--- config.mk ---
export PLATFORM = sky130hd
export DESIGN_NAME = mag_peak_hold_flat
export DESIGN_NICKNAME = d
export VERILOG_FILES = /design/src/rtl/mag_peak_hold_if.sv /design/src/rtl/mag_peak_hold.sv /design/src/flat_wrapper.sv
export SDC_FILE = /design/constraint.sdc
export NUM_CORES = 1
export LEC_CHECK = 0
export CORE_ASPECT_RATIO = 0.6
export CORE_MARGIN = 8
export CORE_UTILIZATION = 59
export DETAILED_ROUTE_END_ITERATION = 8
export PLACE_DENSITY_LB_ADDON = 0.3
export SETUP_SLACK_MARGIN = 0.2
export SYNTH_ARGS = -nofsm -noshare
export SYNTH_HDL_FRONTEND = slang
export SYNTH_SLANG_ARGS = --single-unit
--- constraint.sdc ---
create_clock -name clk -period 6.8 [get_ports clk]
set_input_delay 1.02 -clock clk [delete_from_list [all_inputs] [get_ports clk]]
set_output_delay 1.02 -clock clk [all_outputs]
set_load 0.005 [all_outputs]
--- src/rtl/mag_peak_hold_if.sv ---
// -----------------------------------------------------------------------------
// mag_peak_hold_if
// Sample/peak bundle between an audio sample source and the peak-hold meter.
//
// Signals
//   smpl_in   [15:0] two's-complement audio sample
//   smpl_vld         single-cycle strobe qualifying smpl_in
//   clr              synchronous clear of peak, state and clip flag
//   peak      [14:0] unsigned held peak magnitude
//   peak_vld         one-cycle pulse when peak was updated for a valid sample
//   clip             sticky full-scale flag
//
// Modports
//   master : sample source / consumer of the peak (drives smpl_in, smpl_vld, clr)
//   slave  : the peak-hold meter (drives peak, peak_vld, clip)
// -----------------------------------------------------------------------------
interface mag_peak_hold_if;

    logic [15:0] smpl_in;
    logic        smpl_vld;
    logic        clr;
    logic [14:0] peak;
    logic        peak_vld;
    logic        clip;

    modport master (
        output smpl_in,
        output smpl_vld,
        output clr,
        input  peak,
        input  peak_vld,
        input  clip
    );

    modport slave (
        input  smpl_in,
        input  smpl_vld,
        input  clr,
        output peak,
        output peak_vld,
        output clip
    );

endinterface

--- src/rtl/mag_peak_hold.sv ---
// -----------------------------------------------------------------------------
// mag_peak_hold
// Peak-hold level meter for a 16-bit two's-complement audio stream.
// Each valid sample is reduced to a 15-bit magnitude (stage 1), then compared
// against the held peak (stage 2). A new maximum is held for HOLD_SMPLS
// below-peak samples, after which the peak decays by peak>>DECAY_SHIFT
// (at least 1) per valid sample, never falling below the current sample.
// A sticky clip flag records any full-scale magnitude.
//
// Parameters
//   HOLD_SMPLS  below-peak valid samples held before decay starts (1..65535)
//   DECAY_SHIFT decay step is peak>>DECAY_SHIFT per valid sample (1..14)
//
// Ports
//   clk  system clock, rising edge
//   rst  synchronous active-high reset
//   bus  mag_peak_hold_if.slave: smpl_in/smpl_vld/clr in, peak/peak_vld/clip out
//
// Latency: peak/peak_vld reflect a sample 2 cycles after its smpl_vld.
// -----------------------------------------------------------------------------
module mag_peak_hold #(
    parameter int unsigned HOLD_SMPLS  = 1024,
    parameter int unsigned DECAY_SHIFT = 4
) (
    input  logic           clk,
    input  logic           rst,
    mag_peak_hold_if.slave bus
);

    localparam int unsigned     CNT_W     = $clog2(HOLD_SMPLS + 1);
    localparam logic [CNT_W-1:0] HOLD_LAST = CNT_W'(HOLD_SMPLS);
    localparam logic [CNT_W-1:0] CNT_ZERO  = {CNT_W{1'b0}};
    localparam logic [CNT_W-1:0] CNT_ONE   = CNT_W'(1);
    localparam logic [14:0]      MAG_FULL  = 15'h7FFF;
    localparam logic [14:0]      MAG_ZERO  = 15'h0000;

    typedef enum logic [1:0] {
        ST_IDLE  = 2'd0,
        ST_HOLD  = 2'd1,
        ST_DECAY = 2'd2
    } state_t;

    // -------------------------------------------------------------------------
    // Helpers
    // -------------------------------------------------------------------------

    // Magnitude of a two's-complement sample; -32768 has no positive
    // counterpart in 16 bits, so it saturates to the largest magnitude.
    function automatic logic [14:0] calc_mag(input logic [15:0] s);
        logic [15:0] neg_v;
        neg_v = 16'd0 - s;
        if (s == 16'h8000) begin
            calc_mag = MAG_FULL;
        end else if (s[15]) begin
            calc_mag = neg_v[14:0];
        end else begin
            calc_mag = s[14:0];
        end
    endfunction

    // One decay step: subtract peak>>DECAY_SHIFT, but at least 1 so small
    // peaks still reach zero, and never undercut the current magnitude.
    function automatic logic [14:0] calc_decay(input logic [14:0] pk,
                                               input logic [14:0] mg);
        logic [14:0] step_v;
        logic [14:0] dec_v;
        step_v = pk >> DECAY_SHIFT;
        if (step_v == MAG_ZERO) begin
            step_v = 15'd1;
        end else begin
            step_v = step_v;
        end
        dec_v = pk - step_v;
        if (dec_v < mg) begin
            calc_decay = mg;
        end else begin
            calc_decay = dec_v;
        end
    endfunction

    // -------------------------------------------------------------------------
    // Registers and next-state signals
    // -------------------------------------------------------------------------
    logic [14:0]      mag_r;
    logic             vld_r;

    logic [14:0]      peak_r;
    logic             peak_vld_r;
    logic             clip_r;
    logic [CNT_W-1:0] hold_cnt_r;
    state_t           state_r;

    logic [14:0]      peak_nxt_s;
    logic [CNT_W-1:0] cnt_nxt_s;
    logic [CNT_W-1:0] cnt_inc_s;
    state_t           state_nxt_s;
    logic             clip_nxt_s;

    // -------------------------------------------------------------------------
    // Stage 1
    // -------------------------------------------------------------------------

    // Stage 1: capture magnitude and qualifier; clr drops the incoming sample.
    always_ff @(posedge clk) begin
        if (rst) begin
            mag_r <= MAG_ZERO;
            vld_r <= 1'b0;
        end else if (bus.clr) begin
            mag_r <= MAG_ZERO;
            vld_r <= 1'b0;
        end else begin
            if (bus.smpl_vld) begin
                mag_r <= calc_mag(bus.smpl_in);
            end else begin
                mag_r <= mag_r;
            end
            vld_r <= bus.smpl_vld;
        end
    end

    // -------------------------------------------------------------------------
    // Stage 2
    // -------------------------------------------------------------------------

    assign cnt_inc_s = hold_cnt_r + CNT_ONE;

    // Stage 2 next-state: peak/hold-counter/state update for the staged sample.
    always_comb begin
        peak_nxt_s  = peak_r;
        cnt_nxt_s   = hold_cnt_r;
        state_nxt_s = state_r;
        clip_nxt_s  = clip_r | (mag_r == MAG_FULL);

        if (mag_r > peak_r) begin
            // New maximum in any state restarts the hold window.
            peak_nxt_s  = mag_r;
            cnt_nxt_s   = CNT_ZERO;
            state_nxt_s = ST_HOLD;
        end else if (mag_r == peak_r) begin
            // Re-hitting a non-zero peak re-arms the hold window; in IDLE
            // (peak 0) a zero sample leaves everything alone.
            if (peak_r != MAG_ZERO) begin
                cnt_nxt_s   = CNT_ZERO;
                state_nxt_s = ST_HOLD;
            end else begin
                cnt_nxt_s   = hold_cnt_r;
                state_nxt_s = state_r;
            end
        end else begin
            case (state_r)
                ST_HOLD: begin
                    // The sample that completes the window switches to
                    // DECAY but does not yet lower the peak.
                    cnt_nxt_s = cnt_inc_s;
                    if (cnt_inc_s == HOLD_LAST) begin
                        state_nxt_s = ST_DECAY;
                    end else begin
                        state_nxt_s = ST_HOLD;
                    end
                end
                ST_DECAY: begin
                    peak_nxt_s  = calc_decay(peak_r, mag_r);
                    state_nxt_s = ST_DECAY;
                end
                default: begin
                    // IDLE has peak 0, so mag < peak cannot occur here.
                    peak_nxt_s  = peak_r;
                    state_nxt_s = state_r;
                end
            endcase
        end

        // A peak that reaches zero always parks the FSM in IDLE.
        if (peak_nxt_s == MAG_ZERO) begin
            state_nxt_s = ST_IDLE;
        end else begin
            state_nxt_s = state_nxt_s;
        end
    end

    // Stage 2 registers: rst beats clr, clr beats any update; idle cycles hold.
    always_ff @(posedge clk) begin
        if (rst) begin
            peak_r     <= MAG_ZERO;
            peak_vld_r <= 1'b0;
            clip_r     <= 1'b0;
            hold_cnt_r <= CNT_ZERO;
            state_r    <= ST_IDLE;
        end else if (bus.clr) begin
            peak_r     <= MAG_ZERO;
            peak_vld_r <= 1'b0;
            clip_r     <= 1'b0;
            hold_cnt_r <= CNT_ZERO;
            state_r    <= ST_IDLE;
        end else if (vld_r) begin
            peak_r     <= peak_nxt_s;
            peak_vld_r <= 1'b1;
            clip_r     <= clip_nxt_s;
            hold_cnt_r <= cnt_nxt_s;
            state_r    <= state_nxt_s;
        end else begin
            peak_vld_r <= 1'b0;
        end
    end

    // -------------------------------------------------------------------------
    // Outputs (all straight from registers)
    // -------------------------------------------------------------------------
    assign bus.peak     = peak_r;
    assign bus.peak_vld = peak_vld_r;
    assign bus.clip     = clip_r;

endmodule

--- src/flat_wrapper.sv ---
// flat-port wrapper written by rule: the top's interface ports become plain ports
module mag_peak_hold_flat 
#(
    parameter int unsigned HOLD_SMPLS  = 1024,
    parameter int unsigned DECAY_SHIFT = 4
)
  (clk, rst, bus_smpl_in, bus_smpl_vld, bus_clr, bus_peak, bus_peak_vld, bus_clip);
  mag_peak_hold_if bus_i ();
  input  logic clk;
  input  logic rst;
  input wire logic [$bits(bus_i.smpl_in)-1:0] bus_smpl_in;
  input wire logic [$bits(bus_i.smpl_vld)-1:0] bus_smpl_vld;
  input wire logic [$bits(bus_i.clr)-1:0] bus_clr;
  output wire logic [$bits(bus_i.peak)-1:0] bus_peak;
  output wire logic [$bits(bus_i.peak_vld)-1:0] bus_peak_vld;
  output wire logic [$bits(bus_i.clip)-1:0] bus_clip;
  assign bus_i.smpl_in = bus_smpl_in;
  assign bus_i.smpl_vld = bus_smpl_vld;
  assign bus_i.clr = bus_clr;
  assign bus_peak = bus_i.peak;
  assign bus_peak_vld = bus_i.peak_vld;
  assign bus_clip = bus_i.clip;
  mag_peak_hold #(.HOLD_SMPLS(HOLD_SMPLS), .DECAY_SHIFT(DECAY_SHIFT)) u_core (.clk(clk), .rst(rst), .bus(bus_i));
endmodule
==> results of run 1 <==
[sequential cells by signal, indices dropped and copies added, names as in the netlist]
name,count
u_core.bus.peak,15
u_core.state_r,2
u_core.bus.peak_vld,1
u_core.bus.clip,1
u_core.mag_r,15
u_core.vld_r,1
u_core.hold_cnt_r,11
[per-layer routing]
layer / global-route usage / wire length [µm] / vias to the layer above
met3: 0.07978 / 1618 / 21
met4: 0.05925 / 181 / 0
met2: 0.3706 / 5201 / 221
met1: 0.3909 / 6149 / 1998
met5: 0 / 0 / -
li1: - / - / 1969
[area by class of cell]
type	count	area, µm²
clock buffers	5	125.1
clock inverters	3	43.79
fillers	550	2036
inverters	45	168.9
multi-input cells	403	2877
flip-flops and latches	46	920.9
well taps	87	108.9
repair buffers	37	367.9
[final timing paths]
kind	startpoint	end	slack, ns	depth (start not counted)
min	u_core.state_r[1]	u_core.state_r[1]	0.50	2
max	u_core.bus.peak[5]	u_core.state_r[0]	1.28	23
min reg2reg	u_core.state_r[1]	u_core.state_r[1]	0.50	2
max reg2reg	u_core.bus.peak[5]	u_core.state_r[0]	1.28	23
[cells by family (layout without fill, tap and decap cells)]
kind of cell               Yosys count  in the layout  synth area share
and+or+nand+nor                    154            154            0.1956
muxes                               10             10           0.02511
AOI/OAI and AO/OA                  171            171            0.3025
adders and majority gates           43             43            0.1352
DFF                                 46             46            0.2281
xor gates and xnor gates            25             25           0.05425
buffers and inverters               61             90           0.05921
[worst min-delay path: cells and delay by family, from the launching register on]
family / cells / cell delay (ns)
simple gates: 1 / 0.06
flops: 1 / 0.33
compound gates: 1 / 0.06
[power by group]
group	switching (µW)	internal, µW
logic	204	128
clock network	116	174
registers	12.5	276
total	332	578
[stage by stage]
stage | area, µm² | instances | total power (µW)
floorplan | 4036 | 510 | 525.1
global placement | 4443 | 618 | 607.0
detailed placement | 4443 | 618 | 611.5
CTS | 4612 | 626 | 900.6
global route | 4612 | 626 | 955.2
finish | 4612 | 626 | 909.7
[Yosys cell counts, drive strengths merged, types with 5 or more instances]
cell     n
a21o    10
mux2i    9
a21oi   51
a22o     6
nor3b    6
nor3    11
ha      42
nand2b   6
xnor2   11
nand3   10
a221oi   8
nor4     8
nand2   27
clkbuf  10
xor2    14
o21ai   39
and3    11
nor2    47
dfxtp   46
buf      6
inv     45
a211oi   8
nand4   12
o31ai    5
==> impl_results.md, run 1 <==
* Crit-path cells: nor4_1, nand3_1, nand2_1, ha_1, inv_1, fa_1, a21o_1, a221oi_2, o21ai_2, a21oi_2, and3_1, xnor2_1, ha_1, nand4_1, nor2_1, a221o_1, a31oi_4, nor3_1, a221o_1, nor4_2, nand4_1, o31ai_2, o22ai_1
* Synth Register Bits at 46
* Pwr Density at 197.3 nW/µm²
* DRC Markers at 0
* Critical Path End Type: flip-flop
* Clock buffer depth at 2
* # rows at 23
* VDD IR-drop max at 0.1137 mV
* Slowest-stage cell, CP: fa_1
* Initial antenna violation count at 0
* Max transition margin at 0.3390
* Crit path DAT at about 5.7 ns
* Drt pass-1 iters at 5
* Area contributors post-synth: dfxtp_1 (23%), ha_1 (13%), a21oi_1 (6.0%)
* Worst-Margin Slew at between 0.9 and 1 ns
* Critical path fanouts, max at 7
* Via count at 4209
* Clock Latency Late Sink at about 0.3 ns
* N_diodes at 0
* F_max at 181.3 MHz
* Gpl congestion at 0.9783
* Fin nets at 601
* Drt first-iter violations at 569
* Initial Util at 0.6072
* Clock sinks at 46
* EDFF count, synth at 0
* Clk pin slew, worst setup/hold paths at 0.07 ns
* Syn Std Cell Area at 4036 µm²
* CP peak stage delay at 0.42 ns
* Leakage Power at around 0.0017 µW
* Commonest non-fill, non-tap cell in the layout: a21oi_1
* IO buf count at 36
* Die area at about 9800 µm²
* Cts bufs inserted at 5
* Startpoint Class: flip-flop
* Avg Inst Size Synth at about 8 µm²
* First-pass GRT wire length at roughly 21 mm
* Post-layout min period at approximately 5.5 ns
* Final wirelength at 13.15 mm
* Post-cts hold buffer count at 0
* Die Span X at 122.8 µm
* Clock root cell: clkbuf_16
* TNS Setup at 0 ns
* Die Y at 80.07 µm
* RSZ-0062 raised after global routing: no
* Post-CTS Setup Repair Bufs at 0
* Commonest non-fill, non-tap cells in the layout: a21oi_1 (48), nor2_1 (46), dfxtp_1 (46), inv_1 (45), ha_1 (42)
* Hold/Removal Path Class: reg -> reg
* Vias in the first global route at 3932
* Gr usage total at 0.2673
* Fraction of layout cells with a size suffix above 1 at 0.06122
* Setup slack after layout at about 1.3 ns
* Asr flop ratio synth at 0
* Critical path required time at approximately 7 ns
* Cell taking the most area after synthesis: dfxtp_1
* Final Max Slew Viols at 0
* DP Wirelength at 10.13 mm
* Post-CTS Resized at 0
* Warnings, synthesis at 0
* Endpoints failing hold at 0
* Post-placement setup slack at approximately 1.4 ns
* Core Util, Final at 0.6938
* Tcrit/Tclk final at 0.8110
* H-tree depth at 2
* Top FF cell, synth: dfxtp_1
* Pin count of the biggest net entering global routing at 30
* Setup violators final at 0
* WP buf/inv at 1
* Final hold slack at 0.5024 ns
* CP delay by family, top: compound AO/OA/AOI/OAI gates
* Ports at 37
* CP Class: reg -> reg
* CTS tree: done
* Routed length per instance at 21.01 µm
* Max cap viols at 0
* Syn Inst Count at 510
* Status: finished, final reports clean
* Synth top area share at 0.2281
* Area grow syn2layout at 14.26%
* Share of the yosys chip area belonging to registers at 0.2281
* Core area at 6648 µm²
* Clk_skew at 0.006818 ns
* Post-synthesis cell type count at 72
* Detail Route Antenna Nets at 0
* Gr ovfl total at 0
* Syn_nets at 573
* Vias/cell at 6.724
Power figures use the tool's default switching activity.
==> run 2: changes to the inputs <==
CORE_UTILIZATION = 53   (was 59)
clock period = 4.8 ns   (was 6.8 ns; I/O delays follow)
==> impl_results.md, run 2 (synthesis results as in run 1) <==
* Area grow syn2layout at 31.25%
* Setup violators final at 2
* Final hold slack at 0.4855 ns
* Drt first-iter violations at 690
* Max transition margin at 0.3740
* Sw frac at 0.3585
* First-pass GRT wire length at 21.44 mm
* Crit path DAT at ~5.2 ns
* Status: finished with violations
* Worst Hold Depth at 2
* P_sw at 525.9 µW
* Sequential power share at 0.279
* Fin nets at 661
* CP delay by family, top: compound AO/OA/AOI/OAI gates
* Combinational share of power at 0.451
* Critical path fanouts, max at 5
* Die Span X at approximately 130 µm
* Final Max Slew Viols at 0
* Max cap viols at 0
* Cell Int Power at 941.1 µW
* Clock sinks at 46
* Vias/cell at between 6 and 7
* Hold/Removal Path Class: reg -> reg
* Cts bufs inserted at 5
* Critical path required time at slightly below 5 ns
* Tcrit/Tclk final at 1.056
* Hold path startpoint: u_core.bus.clip
* DP Wirelength at 10.09 mm
* Clock Latency Late Sink at a little under 0.3 ns
* Critical Path End Type: flip-flop
* Hold endpoint: u_core.bus.clip
* Reg-to-Reg End: u_core.state_r[0]
* Gpl congestion at roughly 0.94
* Clock root cell: clkbuf_16
* H-tree depth at 2
* Vias in the first global route at 4068
* Post-cts hold buffer count at 0
* Leakage Power at 0.002095 µW
* Pin count of the biggest net entering global routing at 30
* Drt pass-1 iters at 5
* Final wirelength at 13.64 mm
* Core area at 7327 µm²
* Core Util, Final at 0.7230
* Startpoint Class: flip-flop
* WP buf/inv at 2
* Fin cells at 703
* Commonest non-fill, non-tap cell in the layout: buf_4
* CP peak stage delay at 0.39 ns
* Worst-Margin Slew at 0.9356 ns
* Gr usage total at 0.2474
* Pwr Total at 1467 µW
* Fraction of layout cells with a size suffix above 1 at 0.1987
* Placed insts at 686
* Clock buffer depth at 2
* Crit-path cells: nor3_2, buf_4, nand3_2, nand2_2, ha_4, inv_2, fa_2, a21o_1, a221oi_4, o21ai_2, a21oi_2, and3_4, xnor2_2, ha_1, nand4_1, nor2_2, a221o_1, a31oi_4, nor3_4, a221o_1, nor4_2, nand4_1, o31ai_2, o22ai_1
* Reg-to-Reg Start: u_core.bus.peak[11]
* Initial antenna violation count at 0
* Setup slack after layout at -0.2681 ns
* Pwr Density at about 280 nW/µm²
* Worst reg-to-reg path cell count at 24
* CTS tree: done
* Endpoints failing hold at 0
* Routed length per instance at 19.41 µm
* DRC Markers at 0
* F_max at a little under 200 MHz
* Detail Route Antenna Nets at 0
* Clk pwr share at 0.270
* Failing checks: negative setup slack
* N_diodes at 0
* Clk pin slew, worst setup/hold paths at 0.06 ns
* # rows at 24
* Via count at roughly 4500
* IO buf count at 36
* Post-layout min period at between 5 and 6 ns
* RSZ-0062 raised after global routing: yes
* Gr ovfl total at 0
* Commonest non-fill, non-tap cells in the layout: buf_4 (50), a21oi_1 (46), inv_1 (44), nor2_1 (44), dfxtp_1 (42)
* R2R Setup Slk at -0.27 ns
* CP Class: reg -> reg
* VDD IR-drop max at 0.1290 mV
* Post-placement setup slack at -0.2301 ns
* Clk_skew at 0.005946 ns
* Slowest-stage cell, CP: a221o_1
* Initial Util at 0.5509
* Die area at 10760 µm²
* Ports at 37
* Die Y at 83.60 µm
-- run 2: changes by cell type in the layout (fill, tap and decap cells not counted), moves of 3 or more --
cell,before,now
buf_4,1,50
buf_6,0,11
dfxtp_1,46,42
dfxtp_2,0,4
a221oi_1,6,3
-- run 2: worst min-delay path, cell delays in order, from the launching register on --
cell	delay, ns
dfxtp_1	0.33
nor2_1	0.05
nor2_1	0.07
-- run 2: how the worst max path moves through the flow --
stage | start | end | cells after the start
finish | u_core.bus.peak[11] | u_core.state_r[0] | 24
global route | u_core.bus.peak[4] | u_core.state_r[1] | 25
CTS | u_core.bus.peak[4] | u_core.state_r[0] | 23
detailed placement | u_core.bus.peak[11] | u_core.state_r[0] | 25
global placement | u_core.bus.peak[11] | u_core.state_r[0] | 24
floorplan | u_core.bus.peak[4] | u_core.state_r[0] | 23
-- run 2: timing repair --
item	4_1_cts	5_1_grt
gates resized for setup	26	15
endpoints found under the setup margin	6	16
pin swaps	20	9
setup buffers	7	2
-- run 2: layer usage --
layer  global-route usage  vias up  routed length, µm
met5                    0        -                  0
met4              0.05620        0                177
met3              0.09885       30               1851
met2               0.3387      268               5594
met1               0.3481     2088               6019
li1                     -     2082                  -
-- run 2: power by group through the flow --
stage                     registers (µW)  clock network (µW)  logic, µW
final                                409                 396        662
after global routing                 409                 412        706
after CTS                            407                 397        610
after detailed placement             415                   0        553
after global placement               414                   0        543
after floorplan                      408                   0        338
-- run 2: cell type report --
type,count,area (µm²)
timing repair buffer,97,859.6
inverter,45,168.9
clock buffer,5,125.1
multi-input combinational,403,3048
clock inverter,3,40.04
fill,584,2029
sequential,46,925.9
tap,104,130.1
-- run 2: metrics by stage --
step	instance area, µm²	TNS, ns
5_1_grt	5298	-1.220
6_report	5298	-0.5284
4_1_cts	5202	-0.4123
3_5_place_dp	4865	-0.4439
3_3_place_gp	4865	-0.2572
2_1_floorplan	4054	0
==> run 3: changes to the inputs <==
CAP_MARGIN = 20   (was default)
RECOVER_POWER = 25   (was default)
==> impl_results.md, run 3 (synthesis results as in run 1) <==
* Initial Util at 0.5509
* Core Util, Final at 0.7225
* Vias/cell at 6.303
* Die Y at approximately 84 µm
* Pwr Density at 276.6 nW/µm²
* Clock Latency Late Sink at 0.29 ns
* First-pass GRT wire length at 21.44 mm
* DP Wirelength at around 10 mm
* Gr usage total at 0.2474
* Critical Path End Type: flip-flop
* Fin area at 5294 µm²
* H-tree depth at 2
* F_max at a little under 200 MHz
* DRC Markers at 0
* DR top layer: met4
* Ports at 37
* Startpoint Class: flip-flop
* Clk_skew at 0.006163 ns
* Clock buffer depth at 2
* Drt first-iter violations at 563
* Final wirelength at 13.56 mm
* Clk pwr share at 0.270
* # rows at 24
* Core area at 7327 µm²
* CTS tree: done
* Setup slack after layout at -0.2857 ns
* RSZ-0062 raised after global routing: yes
* Max cap viols at 1
* Worst-Margin Slew at approximately 1.8 ns
* Area grow syn2layout at 31.15%
* Commonest non-fill, non-tap cells in the layout: buf_4 (49), a21oi_1 (46), inv_1 (44), nor2_1 (44), dfxtp_1 (42)
* Cell Int Power at roughly 940 µW
* Failing checks: max-capacitance violations, max-slew violations, negative setup slack
* Die area at 10760 µm²
* Post-cts hold buffer count at 0
* N_diodes at 0
* Max transition margin at -0.2226
* Sequential power share at 0.279
* Drt pass-1 iters at 5
* CP peak stage delay at a little under 0.4 ns
* Area after DPL at 4865 µm²
* Clock sinks at 46
* Status: finished with violations
* Vias in the first global route at slightly above 4000
* M1 WL at 6.012 mm
* Routed length per instance at about 19 µm
* VDD IR-drop max at 0.1287 mV
* Gr ovfl total at 0
* Clk pin slew, worst setup/hold paths at 0.07 ns
* P_sw at between 500 and 600 µW
* Crit path DAT at 5.26 ns
* Critical path fanouts, max at 5
* IO buf count at 36
* Leakage Power at about 0.0021 µW
* Pin count of the biggest net entering global routing at 30
* Cts bufs inserted at 5
* Endpoints failing hold at 0
* Hold/Removal Path Class: reg -> reg
* Final hold slack at 0.4790 ns
* Via count at 4431
* Crit-path cells: nor4_2, nand3_2, nand2_2, ha_4, inv_2, fa_2, a21o_1, a221oi_4, o21ai_2, a21oi_2, buf_4, xnor2_1, ha_1, nand4_1, nor2_2, a221o_1, a31oi_4, nor2_4, a22o_1, a221oi_2, nand4_1, o31ai_2, o22ai_1
* Initial antenna violation count at 0
* Gpl congestion at between 0.9 and 1
* Tcrit/Tclk final at 1.060
* Fraction of layout cells with a size suffix above 1 at 0.1953
* Fin nets at 661
* Combinational share of power at 0.451
* Commonest non-fill, non-tap cell in the layout: buf_4
* WL met3 at 1.815 mm
* Final Max Slew Viols at 30
* Post-layout min period at just over 5 ns
* Slowest-stage cell, CP: a221o_1
* Die Span X at 128.7 µm
* WL met2 at 5.561 mm
* Most frequent CP cell: nand4_1
* Detail Route Antenna Nets at 0
* Sw frac at 0.3580
* Clock root cell: clkbuf_16
* Critical path required time at 4.97 ns
* CP Class: reg -> reg
* Setup violators final at 4
run 3: what timing repair did:
action,CTS,global route
gates resized for setup,26,15
buffers inserted,7,2
endpoints found under the setup margin,6,16
pin swaps,20,9
run 3: cell type report:
| cell class | instances | area, µm² |
|---|---|---|
| Multi-Input combinational cell | 403 | 3048 |
| Fill cell | 586 | 2033 |
| Sequential cell | 46 | 925.9 |
| Timing Repair Buffer | 97 | 855.8 |
| Inverter | 45 | 168.9 |
| Tap cell | 104 | 130.1 |
| Clock buffer | 5 | 125.1 |
| Clock inverter | 3 | 40.04 |
run 3: through the flow:
step | setup TNS, ns | cells | worst slack, ns | power, µW
floorplan | 0 | 510 | 0.1057 | 746.3
global placement | -0.2572 | 686 | -0.1376 | 957.2
detailed placement | -0.4439 | 686 | -0.2301 | 967.4
CTS | -0.4123 | 701 | -0.2106 | 1414
global route | -1.430 | 703 | -0.4086 | 1527
finish | -0.6464 | 703 | -0.2857 | 1464
run 3: worst paths after layout:
check,startpoint,to,slack (ns),cells after the start
worst min register to register,u_core.bus.clip,u_core.bus.clip,0.48,2
worst max-delay path,u_core.bus.peak[10],u_core.state_r[0],-0.29,23
worst min-delay path,u_core.bus.clip,u_core.bus.clip,0.48,2
worst max register to register,u_core.bus.peak[10],u_core.state_r[0],-0.29,23
run 3: critical path: cells and delay by family (launching register included):
family	cells	cell delay [ns]
AO/OA/AOI/OAI	10	2.46
XOR/XNOR	1	0.14
adder cells (fa/ha/maj)	3	0.76
flip-flops	1	0.33
AND/OR/NAND/NOR	7	1.11
buffers and inverters	2	0.17
run 3: power groups by stage:
stage          combinational [µW]  sequential [µW]  clock, µW
2_1_floorplan                 338              408          0
3_3_place_gp                  543              414          0
3_5_place_dp                  553              415          0
4_1_cts                       610              407        397
5_1_grt                       705              409        412
6_report                      661              409        395
run 3: metal layers:
layer,up-vias,GRT usage
met5,-,0
met4,0,0.05620
met3,21,0.09885
met2,254,0.3387
met1,2071,0.3481
li1,2085,-
